===== src/rtl/fifo.sv =====
// ----------------------------------------------------------------------------
// fifo -- synchronous first-in-first-out buffer, Depth x DataWidth storage.
//
// Parameters
//   DataWidth   data word width in bits (>= 1)
//   Depth       number of entries (power of two, >= 2)
//
// Ports
//   i_clk        single clock, all state updates on its rising edge
//   i_rst_n      synchronous active-low reset
//   i_data       write word
//   i_write_en   write request (discarded while full)
//   i_read_en    read request (ignored while empty)
//   o_data       most recently read word, one cycle after the accepting edge
//   o_full       Depth entries stored
//   o_empty      no entries stored
//   o_overflow   sticky: a write was discarded   (FIFO_ERR_FLAGS_EN only)
//   o_underflow  sticky: a read was ignored      (FIFO_ERR_FLAGS_EN only)
//
// Build option
//   FIFO_ERR_FLAGS_EN  when defined, adds the sticky o_overflow/o_underflow
//                      outputs; otherwise those ports and their logic are
//                      absent and all other behaviour is identical.
// ----------------------------------------------------------------------------
module fifo #(
    parameter int DataWidth = 8,
    parameter int Depth     = 8
) (
    input  logic                 i_clk,
    input  logic                 i_rst_n,
    input  logic [DataWidth-1:0] i_data,
    input  logic                 i_write_en,
    input  logic                 i_read_en,
    output logic [DataWidth-1:0] o_data,
    output logic                 o_full,
    output logic                 o_empty
`ifdef FIFO_ERR_FLAGS_EN
    ,
    output logic                 o_overflow,
    output logic                 o_underflow
`endif
);

    localparam int AW = $clog2(Depth);

    // Pointers carry one extra MSB as a wrap bit so full and empty can be
    // told apart when the index bits coincide.
    logic [AW:0]          wr_ptr_q, wr_ptr_d;
    logic [AW:0]          rd_ptr_q, rd_ptr_d;
    logic [DataWidth-1:0] rd_data_q, rd_data_d;
    logic [DataWidth-1:0] mem_q [Depth];

    logic full;
    logic empty;
    logic wr_accept;
    logic rd_accept;

    assign empty = (wr_ptr_q == rd_ptr_q);
    assign full  = (wr_ptr_q[AW] != rd_ptr_q[AW]) &&
                   (wr_ptr_q[AW-1:0] == rd_ptr_q[AW-1:0]);

    // Acceptance uses the flags of the current occupancy, so a simultaneous
    // request pair on a full FIFO only reads and on an empty FIFO only writes.
    assign wr_accept = i_write_en && !full;
    assign rd_accept = i_read_en && !empty;

    always_comb begin
        wr_ptr_d  = wr_ptr_q;
        rd_ptr_d  = rd_ptr_q;
        rd_data_d = rd_data_q;
        if (wr_accept) begin
            wr_ptr_d = wr_ptr_q + {{AW{1'b0}}, 1'b1};
        end
        if (rd_accept) begin
            rd_ptr_d  = rd_ptr_q + {{AW{1'b0}}, 1'b1};
            rd_data_d = mem_q[rd_ptr_q[AW-1:0]];
        end
    end

    always_ff @(posedge i_clk) begin
        if (!i_rst_n) begin
            wr_ptr_q  <= '0;
            rd_ptr_q  <= '0;
            rd_data_q <= '0;
        end else begin
            wr_ptr_q  <= wr_ptr_d;
            rd_ptr_q  <= rd_ptr_d;
            rd_data_q <= rd_data_d;
        end
    end

    // Storage is never cleared; clearing the pointers already makes old
    // contents unreachable. Writes are blocked while reset is asserted.
    always_ff @(posedge i_clk) begin
        if (i_rst_n && wr_accept) begin
            mem_q[wr_ptr_q[AW-1:0]] <= i_data;
        end
    end

    assign o_data  = rd_data_q;
    assign o_full  = full;
    assign o_empty = empty;

`ifdef FIFO_ERR_FLAGS_EN
    logic overflow_q, overflow_d;
    logic underflow_q, underflow_d;

    always_comb begin
        overflow_d  = overflow_q  || (i_write_en && full);
        underflow_d = underflow_q || (i_read_en && empty);
    end

    always_ff @(posedge i_clk) begin
        if (!i_rst_n) begin
            overflow_q  <= 1'b0;
            underflow_q <= 1'b0;
        end else begin
            overflow_q  <= overflow_d;
            underflow_q <= underflow_d;
        end
    end

    assign o_overflow  = overflow_q;
    assign o_underflow = underflow_q;
`endif

endmodule


===== config.mk =====
export PLATFORM = sky130hd
export DESIGN_NAME = fifo
export DESIGN_NICKNAME = d
export VERILOG_FILES = /design/src/rtl/fifo.sv
export SDC_FILE = /design/constraint.sdc
export NUM_CORES = 1
export LEC_CHECK = 0
export CAP_MARGIN = 30
export CORE_MARGIN = 2
export CORE_UTILIZATION = 52
export CTS_CLUSTER_DIAMETER = 100
export DETAILED_ROUTE_END_ITERATION = 12
export PLACE_DENSITY = 0.75
export SLEW_MARGIN = 20
export SYNTH_ARGS = -nofsm -noshare
export SYNTH_HDL_FRONTEND = slang
export SYNTH_SLANG_ARGS = --single-unit

===== constraint.sdc =====
create_clock -name i_clk -period 2.1 [get_ports i_clk]
set_clock_uncertainty 0.05 [all_clocks]
set_input_delay 0.315 -clock i_clk [delete_from_list [all_inputs] [get_ports i_clk]]
set_output_delay 0.315 -clock i_clk [all_outputs]
set_load 0.01 [all_outputs]

Word level (Yosys, flattened, before mapping)
Memories as Yosys holds them, arrays and structs flattened. A register that Yosys moved wholly into a read port is not among the register bits. Cells that the tools add are included.

Add/subtract/negate cells: 2. $mul: 0. Divide/modulo/power cells: 0. Magnitude comparators: 0. Eq/ne operators: 3. Shift-type cells: 0. Multiplexer cells: 2. Bitwise logic cells: 0. Reductions and logical operators: 7.

Operator list (count): $add A4 B1 Y4 const B (2); $eq A4 B4 Y1 (1); $logic_and A1 B1 Y1 (4); $eq A3 B3 Y1 (1); $logic_not A1 Y1 (3); $mux W1 (2); $ne A1 B1 Y1 (1).

Register bits: 8. Latch bits: 0. Memory bits (writable): 64. Memory bits (read-only): 0. Bits of input ports: 12. Output and inout port bits: 10. Memories: 1.

Memory list: mem_q (words 8, bits a word 8, rd ports 1, clocked after memory_dff 1, write ports 1, RTL line 51) `logic [DataWidth-1:0] mem_q [Depth];`.

Logic depth before layout (Yosys ltp)
Gate-level depths: netlist of run 1.

Depth in word-level cells: 7. Depth in mapped cells: 6. Mapped depth without buffers: 4.

Worst setup path before layout of run 1
OpenSTA, ideal clock, no wires.

Path type: register to register. From: reg wr_ptr_q[0]. To: mem mem_q[4][0] (enable). Library setup time: 0.383 ns. Data arrival time: 1.699 ns. Required time: 1.667 ns. Path slack: -0.032 ns. Stages on the path, launching flop included: 6. Path buffers: 1. Path through: dfxtp_1 -> buf_6 -> xnor2_2 -> a41oi_2 -> nand3_1 -> nor3_1.

Longest elaborated chain between the ends: 7.

RTL lines: start, declared (RTL line 48) `logic [AW:0] wr_ptr_q, wr_ptr_d;`; start signal, assigned (RTL line 86) `wr_ptr_q <= wr_ptr_d;`; $eq A3 B3 Y1 (RTL line 60) `(wr_ptr_q[AW-1:0] == rd_ptr_q[AW-1:0]);`; $logic_and A1 B1 Y1 (RTL line 59) `assign full = (wr_ptr_q[AW] != rd_ptr_q[AW]) &&`; $logic_not A1 Y1 (RTL line 64) `assign wr_accept = i_write_en && !full;`; $logic_and A1 B1 Y1 (RTL line 64); $logic_and A1 B1 Y1 (RTL line 95) `if (i_rst_n && wr_accept) begin`; $mux W1 (RTL line 95); $mux W1 (not written as such) (RTL line 96) `mem_q[wr_ptr_q[AW-1:0]] <= i_data;`; end, declared (RTL line 51).

Parallel ways exist; a longest one is shown, timed or not.

Worst setup path in the final report of run 1
From: reg wr_ptr_q[2]. To: out o_empty.

Longest elaborated chain between the ends: 1.

RTL lines: $eq A4 B4 Y1 (RTL line 58) `assign empty = (wr_ptr_q == rd_ptr_q);`; end, declared (RTL line 36) `output logic o_empty`.

Every way passes these cells.

==> flow_summary.json, run 1 <==
{
  "dp_hpwl_mm": 3.960,
  "area_delta_synth_final_pct": 19.70,
  "grt_max_degree": 22,
  "cts_root_buf": "clkbuf_8",
  "routabilityCongestion": 0.7608,
  "multi_input_area_um2": 913.4,
  "p_leak_nw": 1.313,
  "cts_made_buffers": 9,
  "yosysTopAreaCellShare_pct": 59.79,
  "synth_top_cell_by_area": "edfxtp_1",
  "die_area_um2": 6826,
  "die_h_um": 82.62,
  "path_max_fanout": 6,
  "synth_edf_count": 64,
  "netlist_instances": 185,
  "dr.pass1.iters": 4,
  "slew_headroom_pct": 78.29,
  "final_cell_area_um2": 3847,
  "r2r_end": "mem_q[6][2]",
  "rows": 28,
  "syn-mean-instance-area_um2": 17.37,
  "via_per_inst": 5.592,
  "start_util_pct": 53.97,
  "hold_class": "reg2reg",
  "layout_min_cycle_time_ns": 1.888,
  "dp_slack_ns": 0.1198,
  "grt_setup_unrepaired": "no",
  "antenna_left": 0,
  "end_kind": "output pin",
  "clk_latency_ns": 0.34,
  "drt_wl_total_mm": 5.712,
  "synth_nets": 199,
  "critPathLaunchType": "flip-flop",
  "critPathKind": "reg2out",
  "power.density_nw_per_um2": 927.4,
  "fmax_mhz": 529.6,
  "final_cells": 306,
  "cts_sinks": 80,
  "r2r-start": "wr_ptr_q[1]",
  "drc_errors": 0,
  "ys_seq_area_share_pct": 69.75,
  "seqCellArea_um2": 2247,
  "drive_gt1_share_pct": 25.97,
  "yosysMostFrequentCell": "edfxtp_1",
  "hold_start": "rd_ptr_q[3]",
  "ys_ff_latch": 80,
  "synthTopCellsByCount": "64 x edfxtp_1, 16 x dfxtp_1, 16 x mux4_2, 12 x mux2i_1",
  "arrival_ns": 1.52,
  "synthTopCellsByArea": "edfxtp_1 60%, mux4_2 11%, dfxtp_1 10%, mux2i_1 3.7%, o21ai_0 1.6%",
  "setup_viol": 0,
  "antenna_found_initial": 0,
  "cts.path.max_buffers": 2,
  "synth_flop_cell": "edfxtp_1",
  "outcome": "complete, no violations",
  "power.total_mw": 3.568,
  "dpl_cell_area_um2": 3611,
  "crit_required_ns": 1.74,
  "placed_cells": 290,
  "netlist_area_um2": 3214,
  "rr_worst_depth": 6,
  "fin_crit_sh_pct": 89.91,
  "die_x_um": 82.62,
  "core-area_um2": 5956,
  "grt_overflow": 0,
  "htreeDepth": 3,
  "nNetsFinal": 241,
  "drt-initial-drc-count": 86,
  "hold_end": "rd_ptr_q[3]",
  "ios": 22,
  "peakVddDrop_mv": 0.5547,
  "worst_slack_ns": 0.2119,
  "async_flop_share_pct": 0,
  "wl_per_cell_um": 18.67,
  "track_usage_pct": 19.00,
  "finalHoldViolCount": 0,
  "worstMarginPinSlew_ns": 0.3247,
  "grt_pass1_vias": 1758,
  "clk_pin_slew_ns": 0.08,
  "drv_cap": 0,
  "cts_tree": "yes",
  "num_antenna_cells": 0,
  "portBuffers": 21,
  "r2r_setup_slack_ns": 0.30,
  "vias": 1711,
  "setup_tns_ns": 0,
  "ys_warn_count": 0,
  "whs_path_depth": 2,
  "synth_cell_types": 25,
  "grt_pass1_wl_mm": 9.011,
  "drv_slew": 0,
  "fillers": 428
}
-- metrics by stage --
stage,hold WS [ns],utilization (%)
floorplan,0.3639,-
global placement,0.4424,60.63
detailed placement,0.4607,60.63
CTS,0.4758,64.60
global route,0.5065,64.60
finish,0.4707,64.60
-- report_power, final --
part / internal [mW] / leakage [nW] / switching, mW
Sequential: 1.77 / 0.710 / 0.0410
Combinational: 0.307 / 0.501 / 0.271
Clock: 0.659 / 0.101 / 0.518
Total: 2.74 / 1.31 / 0.830
-- placed cells by master (no fill, tap or decap), types with 3 or more instances in the layout --
| cell | n |
|---|---|
| nand2b_1 | 6 |
| mux2i_1 | 12 |
| dfxtp_1 | 14 |
| mux4_2 | 16 |
| o21ai_0 | 10 |
| nand3_1 | 3 |
| clkbuf_8 | 9 |
| xor2_1 | 4 |
| edfxtp_1 | 64 |
| a21oi_1 | 8 |
| nor2_1 | 6 |
| clkdlybuf4s50_1 | 19 |
| buf_4 | 20 |
| nand2_1 | 10 |
-- critical path, cell delays in order (launching register included) --
cell,delay (ns)
dfxtp_4,0.38
xnor2_4,0.18
nand2_1,0.10
nor3_1,0.23
dlygate4sd2_1,0.30
-- worst max path at each step --
stage	startpoint	endpoint	slack (ns)	cells past startpoint
after floorplan	wr_ptr_q[0]	mem_q[1][0]	0.17	5
after global placement	i_write_en	mem_q[7][7]	0.15	6
after detailed placement	wr_ptr_q[2]	o_empty	0.12	4
after CTS	wr_ptr_q[2]	o_empty	0.21	4
after global routing	wr_ptr_q[2]	o_empty	0.15	4
final	wr_ptr_q[2]	o_empty	0.21	4
-- cell type report --
| cell class | count | area share [%] |
|---|---|---|
| well taps | 75 | 2.439 |
| clock inverters | 6 | 2.179 |
| inverters | 2 | 0.1951 |
| repair buffers | 42 | 9.821 |
| clock buffers | 9 | 3.220 |
| flip-flops and latches | 80 | 58.41 |
| multi-input cells | 92 | 23.74 |
-- cells by family (layout without fill, tap and decap cells) --
family	Yosys count	count (layout)	synth area share (%)
compound gates	20	20	3.815
flops	80	80	69.75
simple gates	34	34	5.333
mux	28	28	14.95
buf+inv	13	59	2.725
xor+xnor	8	8	2.647
fa+ha+maj	2	2	0.7784
-- layer usage --
metal	GRT usage, %	vias up	wire length, µm
li1	-	794	-
met1	25.58	850	2621
met2	27.50	49	2610
met3	5.435	18	295
met4	11.48	0	185
met5	0	-	0
-- sequential cells by signal, summed over array words and instances (netlist names) --
name and flops:
mem_q 64, o_data 8, rd_ptr_q 4, wr_ptr_q 4
-- what timing repair did --
action	CTS	global route
hold endpoints to repair	0	0
gates resized for setup	7	0
buffers inserted	1	0
setup endpoints to repair	2	0
hold buffers	0	0
Power figures use the tool's default switching activity.
==> run 2, diff against run 1 <==
- ABC_CLOCK_PERIOD_IN_PS: default -> 2100
==> results of run 2 <==
Final layout, timing and power as in run 1 (identical DEF).
